**src/rtl/ahb_mem_slave.sv**
```systemverilog
// AHB-Lite memory slave: word-organised RAM with byte/halfword/word writes,
// programmable wait states, two-cycle ERROR response and a saturating error counter.
module ahb_mem_slave #(
   parameter int DEPTH_WORDS = 64,
   parameter int WAIT_STATES = 1
) (
   input  logic        HCLK,
   input  logic        HRESETn,
   input  logic        HSEL,
   input  logic [31:0] HADDR,
   input  logic [1:0]  HTRANS,
   input  logic        HWRITE,
   input  logic [2:0]  HSIZE,
   input  logic [2:0]  HBURST,
   input  logic [3:0]  HPROT,
   input  logic [31:0] HWDATA,
   input  logic        HREADY,
   output logic        HREADYOUT,
   output logic [1:0]  HRESP,
   output logic [31:0] HRDATA,
   output logic [7:0]  err_cnt
);

   localparam int          AW         = $clog2(DEPTH_WORDS);
   localparam logic [31:0] ADDR_LIMIT = 32'(4 * DEPTH_WORDS);
   localparam logic [1:0]  RESP_OKAY  = 2'b00;
   localparam logic [1:0]  RESP_ERROR = 2'b01;

   typedef enum logic [1:0] {S_IDLE, S_DATA, S_ERR1, S_ERR2} state_t;

   state_t          state;
   logic [2:0]      cnt;
   logic            hready_q;
   logic [1:0]      hresp_q;
   logic [7:0]      err_cnt_q;

   logic [AW-1:0]   idx_p1;
   logic            write_p1;
   logic [1:0]      size_p1;
   logic [1:0]      off_p1;
   logic [3:0]      be_p1;

   logic [31:0]     mem [DEPTH_WORDS];

   logic            final_data;
   logic            can_accept;
   logic            accept;
   logic            addr_err;
   logic            unused_ok;

   assign unused_ok  = ^{HBURST, HPROT, HTRANS[0]};

   assign final_data = (state == S_DATA) && (cnt == 3'd0);
   assign can_accept = (state == S_IDLE) || (state == S_ERR2) || final_data;
   assign accept     = HSEL && HTRANS[1] && HREADY && can_accept;
   assign addr_err   = (HADDR >= ADDR_LIMIT) ||
                       (HSIZE > 3'b010) ||
                       ((HSIZE == 3'b001) && HADDR[0]) ||
                       ((HSIZE == 3'b010) && (HADDR[1:0] != 2'b00));

   // Control FSM; outputs are registered alongside the state they belong to
   always_ff @(posedge HCLK or negedge HRESETn) begin
      if (!HRESETn) begin
         state     <= S_IDLE;
         cnt       <= 3'd0;
         hready_q  <= 1'b1;
         hresp_q   <= RESP_OKAY;
         err_cnt_q <= 8'd0;
      end else if (state == S_ERR1) begin
         state    <= S_ERR2;
         hready_q <= 1'b1;
         hresp_q  <= RESP_ERROR;
      end else if ((state == S_DATA) && (cnt != 3'd0)) begin
         cnt      <= cnt - 3'd1;
         hready_q <= (cnt == 3'd1);
      end else if (accept && !addr_err) begin
         state    <= S_DATA;
         cnt      <= 3'(WAIT_STATES);
         hready_q <= (WAIT_STATES == 0);
         hresp_q  <= RESP_OKAY;
      end else if (accept) begin
         state    <= S_ERR1;
         cnt      <= 3'd0;
         hready_q <= 1'b0;
         hresp_q  <= RESP_ERROR;
         if (err_cnt_q != 8'hFF)
            err_cnt_q <= err_cnt_q + 8'd1;
      end else begin
         state    <= S_IDLE;
         cnt      <= 3'd0;
         hready_q <= 1'b1;
         hresp_q  <= RESP_OKAY;
      end
   end

   // Address phase -> data phase
   always_ff @(posedge HCLK) begin
      if (accept) begin
         idx_p1   <= HADDR[AW+1:2];
         write_p1 <= HWRITE;
         size_p1  <= HSIZE[1:0];
         off_p1   <= HADDR[1:0];
      end
   end

   // Only legal sizes ever reach the data phase, so size_p1 never holds 2'b11
   always_comb begin
      be_p1 = 4'b1111;
      case (size_p1)
         2'b00:   be_p1 = 4'b0001 << off_p1;
         2'b01:   be_p1 = off_p1[1] ? 4'b1100 : 4'b0011;
         default: be_p1 = 4'b1111;
      endcase
   end

   // Write commits on the edge that closes the final data-phase cycle
   always_ff @(posedge HCLK) begin
      if (final_data && write_p1) begin
         for (int i = 0; i < 4; i++) begin
            if (be_p1[i])
               mem[idx_p1][8*i +: 8] <= HWDATA[8*i +: 8];
         end
      end
   end

   assign HREADYOUT = hready_q;
   assign HRESP     = hresp_q;
   assign err_cnt   = err_cnt_q;
   assign HRDATA    = ((state == S_DATA) && !write_p1) ? mem[idx_p1] : 32'd0;

endmodule

```
**config.mk**
```make
export PLATFORM = sky130hd
export DESIGN_NAME = ahb_mem_slave
export DESIGN_NICKNAME = d
export VERILOG_FILES = /design/src/rtl/ahb_mem_slave.sv
export SDC_FILE = /design/constraint.sdc
export NUM_CORES = 2
export LEC_CHECK = 0
export CORE_UTILIZATION = 33
export DETAILED_ROUTE_END_ITERATION = 10
export HOLD_SLACK_MARGIN = 0.05
export PLACE_DENSITY_LB_ADDON = 0.08
export SETUP_SLACK_MARGIN = 0.2
export SYNTH_ARGS = -nofsm -noshare
export SYNTH_HDL_FRONTEND = slang
export SYNTH_SLANG_ARGS = --single-unit
```
**constraint.sdc**
```tcl
create_clock -name HCLK -period 3.6 [get_ports HCLK]
set_clock_uncertainty 0.1 [all_clocks]
set_input_delay 0.9 -clock HCLK [delete_from_list [all_inputs] [get_ports HCLK]]
set_output_delay 0.9 -clock HCLK [all_outputs]
set_load 0.05 [all_outputs]
```
==> impl_summary.txt <==
----------------------------------------------------
[Global route]
  Via count of the first global-routing pass ... 41700
  Remaining Overflow, GRT ... 0
  All-Layer GR Usage ... 20.3%
  Initial antenna violation count ... 12
  Largest net degree at the start of global routing ... 65
  Global-route wire length before repair ... 349000 um

[Floorplan]
  Std-Cell Core Area ... 0.243 mm2
  Floorplan die height ... 497 um
  Initial core utilization ... 33.2%
  Row cnt ... 181
  Top-level port count ... 124
  Die outline width ... 497 um
  Full die area ... 0.247 mm2

[Clock network]
  CTS tree ... built
  Number of CTS-inserted buffers ... 225
  Clock root buffer ... clkbuf_16
  Clock tree sinks ... 2079
  H-tree depth reported by CTS ... 4
  Hold buffers post-CTS ... 0
  Clock latency reported for the late side of the worst-skew pair ... 0.89 ns
  Worst-path clk slew ... 0.06 ns
  Maximum count of clock buffers along a single path ... 3

[Timing]
  Achievable frequency ... 217 MHz
  Max-slew headroom ... 17.7%
  Final slew viol count ... 0
  Min cycle time layout ... 4.61 ns
  Final Hold Fails ... 0
  Final setup viols ... 32
  Post-route fraction of the period consumed by the critical path ... 128%
  Final TNS setup ... -28.94 ns
  Worst setup slack after layout ... -1.01 ns
  RSZ-0062 raised after global routing ... yes
  Worst Max-Slew Pin Slew ... 1.24 ns

[Synthesis]
  Dominant synthesized flop cell ... edfxtp_1
  Leading area contributor after synthesis ... edfxtp_1
  Synth Net Count ... 3773
  Syn Inst Count ... 3686
  Dominant cell by count in the synthesized netlist ... edfxtp_1
  Portion of synthesized cell area occupied by the leading cell type ... 76.4%
  Cell types with the largest area share after synthesis ... edfxtp_1 (76%), mux4_2 (16%), mux2i_1 (1.6%)
  Distinct cell type count of the synthesized netlist ... 59
  Synthesis Warnings ... 0
  Async SR Flop Fraction ... 0.673%
  Yosys reg bits ... 2079
  Post-synth top cells ... edfxtp_1 (2059), mux4_2 (563), nor2_1 (293)
  Cell Area, Synth ... 0.0809 mm2
  Proportion of synthesized chip area in sequential cells ... 77.0%
  Number of flops mapped to enable cells by yosys ... 2059
  Syn_area_per_cell ... 22.0 um2

[Routing]
  Average wire per standard cell ... 32.0 um
  Routed via count divided by cell count ... 5.18
  Detailed-route DRC error count ... 0
  Length of the first detailed-routing pass in iterations ... 5
  Antenna viol nets, final ... 0
  Number of DRC violations after detailed-routing iteration 0 ... 3880
  Routed via count ... 40700
  Overall routed net length ... 252000 um

[Layout]
  Number of nets in the final layout ... 4549
  Area delta synth->final ... 22.9%
  Finished Core Util ... 40.8%
  Ratio of cells with drive above 1 in the final layout ... 38.0%

[Power and ir drop]
  Worst VDD drop ... 0.395 mV
  Tot Pwr ... 59.5 mW
  Power density over the cells ... 598 mW/mm2
  Leakage ... 31.9 nW

[Setup path]
  Worst EP required ... 2.60 ns
  Critical path class ... reg -> out
  Worst setup SP type ... flip-flop
  Sort of element at the end of the critical path ... output pin
  Worst endpoint data arrival time ... 3.61 ns
  Top fanout value on the critical path ... 6

[Worst hold path]
  Path type of the worst min-delay path ... in -> reg

[Status]
  Run status ... complete, but fails checks
  Failing checks ... setup timing

[Flow run]
  Count of maximum capacitance violations ... 0

[Placement]
  Routability-driven placement congestion ratio ... 0.787
  Half-perimeter wire length after placement ... 172000 um
  Count of port buffers added during placement ... 114

----------------------------------------------------
==> stage by stage <==
stage               worst slack (ns)  hold WS [ns]  cells  instance area [um2]
floorplan                      0.111         0.349   3686                81100
CTS                            -1.12         0.124   7853                99200
finish                         -1.01         0.221   7863                99400
global placement              -0.366         0.372   7386                90600
global route                   -1.12         0.156   7861                99400
detailed placement            -0.304         0.378   7386                90600
==> path summary, 6_finish.rpt <==
check	end	slack (ns)	start	cells past startpoint
min in group asynchronous	err_cnt[7]	0.33	HRESETn	1
worst min register to register	cnt[1]	0.39	cnt[1]	2
worst max register to register	mem[60][18]	0.35	HRESP[0]	8
worst min-delay path	mem[24][15]	0.22	HWDATA[15]	1
worst max-delay path	HRDATA[12]	-1.01	flip-flop	9
max in group asynchronous	cnt[1]	2.64	HRESETn	1
==> flip-flops by register name (all words and copies together), names as in the netlist, named ones only <==
signal     flops
mem         2048
err_cnt        8
idx_p1         6
cnt            3
off_p1         2
size_p1        2
HREADYOUT      1
HRESP          1
state          1
write_p1       1
==> routing by layer <==
| layer | vias to the layer above | global-route usage (%) | routed length, um |
|---|---|---|---|
| li1 | 17000 | - | - |
| met2 | 1065 | 32.3 | 119000 |
| met3 | 274 | 3.08 | 12200 |
| met1 | 22400 | 29.4 | 116000 |
| met4 | 0 | 4.12 | 4670 |
| met5 | - | 0 | 0 |
==> power breakdown <==
group	internal (mW)	leakage [nW]	switching, mW
registers	26.7	18.7	0.126
clock network	12.9	3.54	9.93
logic	4.52	9.59	5.23
==> cells in the final DEF (no fill, tap or decap), drive strengths merged, types with 12 or more instances in the layout <==
cell / instances
nand2: 123
mux4: 563
clkdlybuf4s50: 50
nor2b: 13
dfrtp: 13
o22ai: 21
clkbuf: 273
a21oi: 18
a31oi: 18
mux2i: 127
mux2: 22
edfxtp: 2059
inv: 12
nor2: 293
o21ai: 38
a22oi: 17
clkinv: 120
nor3: 19
nand3: 13
nor4: 14
buf: 703
bufinv: 19
==> cell families after synthesis <==
logic type      share of synthesized area [%]
xor+xnor                               0.0758
other cells                           0.00463
flops                                    77.0
buf+inv                                  1.39
compound gates                           1.29
mux                                      17.5
fa+ha+maj                              0.0928
simple gates                             2.62
==> critical path, stage by stage (launching register included) <==
cell and delay (ns):
dfxtp_4 0.42, buf_8 0.17, bufbuf_16 0.29, buf_12 0.13
mux4_2 0.51, mux4_2 0.49, a22oi_2 0.30, nand2_2 0.11
buf_12 0.15, buf_12 0.14
==> area by class of cell <==
cell class	count	area [um2]
fillers	21600	144000
flip-flops and latches	2079	62300
multi-input cells	1391	18300
repair buffers	755	7510
clock buffers	273	5830
well taps	3202	4010
clock inverters	148	1440
inverters	10	38.8
diodes	5	12.5
==> timing repair <==
action                                  CTS  global route
cloned                                    7             0
buffers inserted                         39             5
pin swaps                                15            16
resized for setup                       196            49
endpoints found under the setup margin  485           166
(Power assumes the default switching activity.)
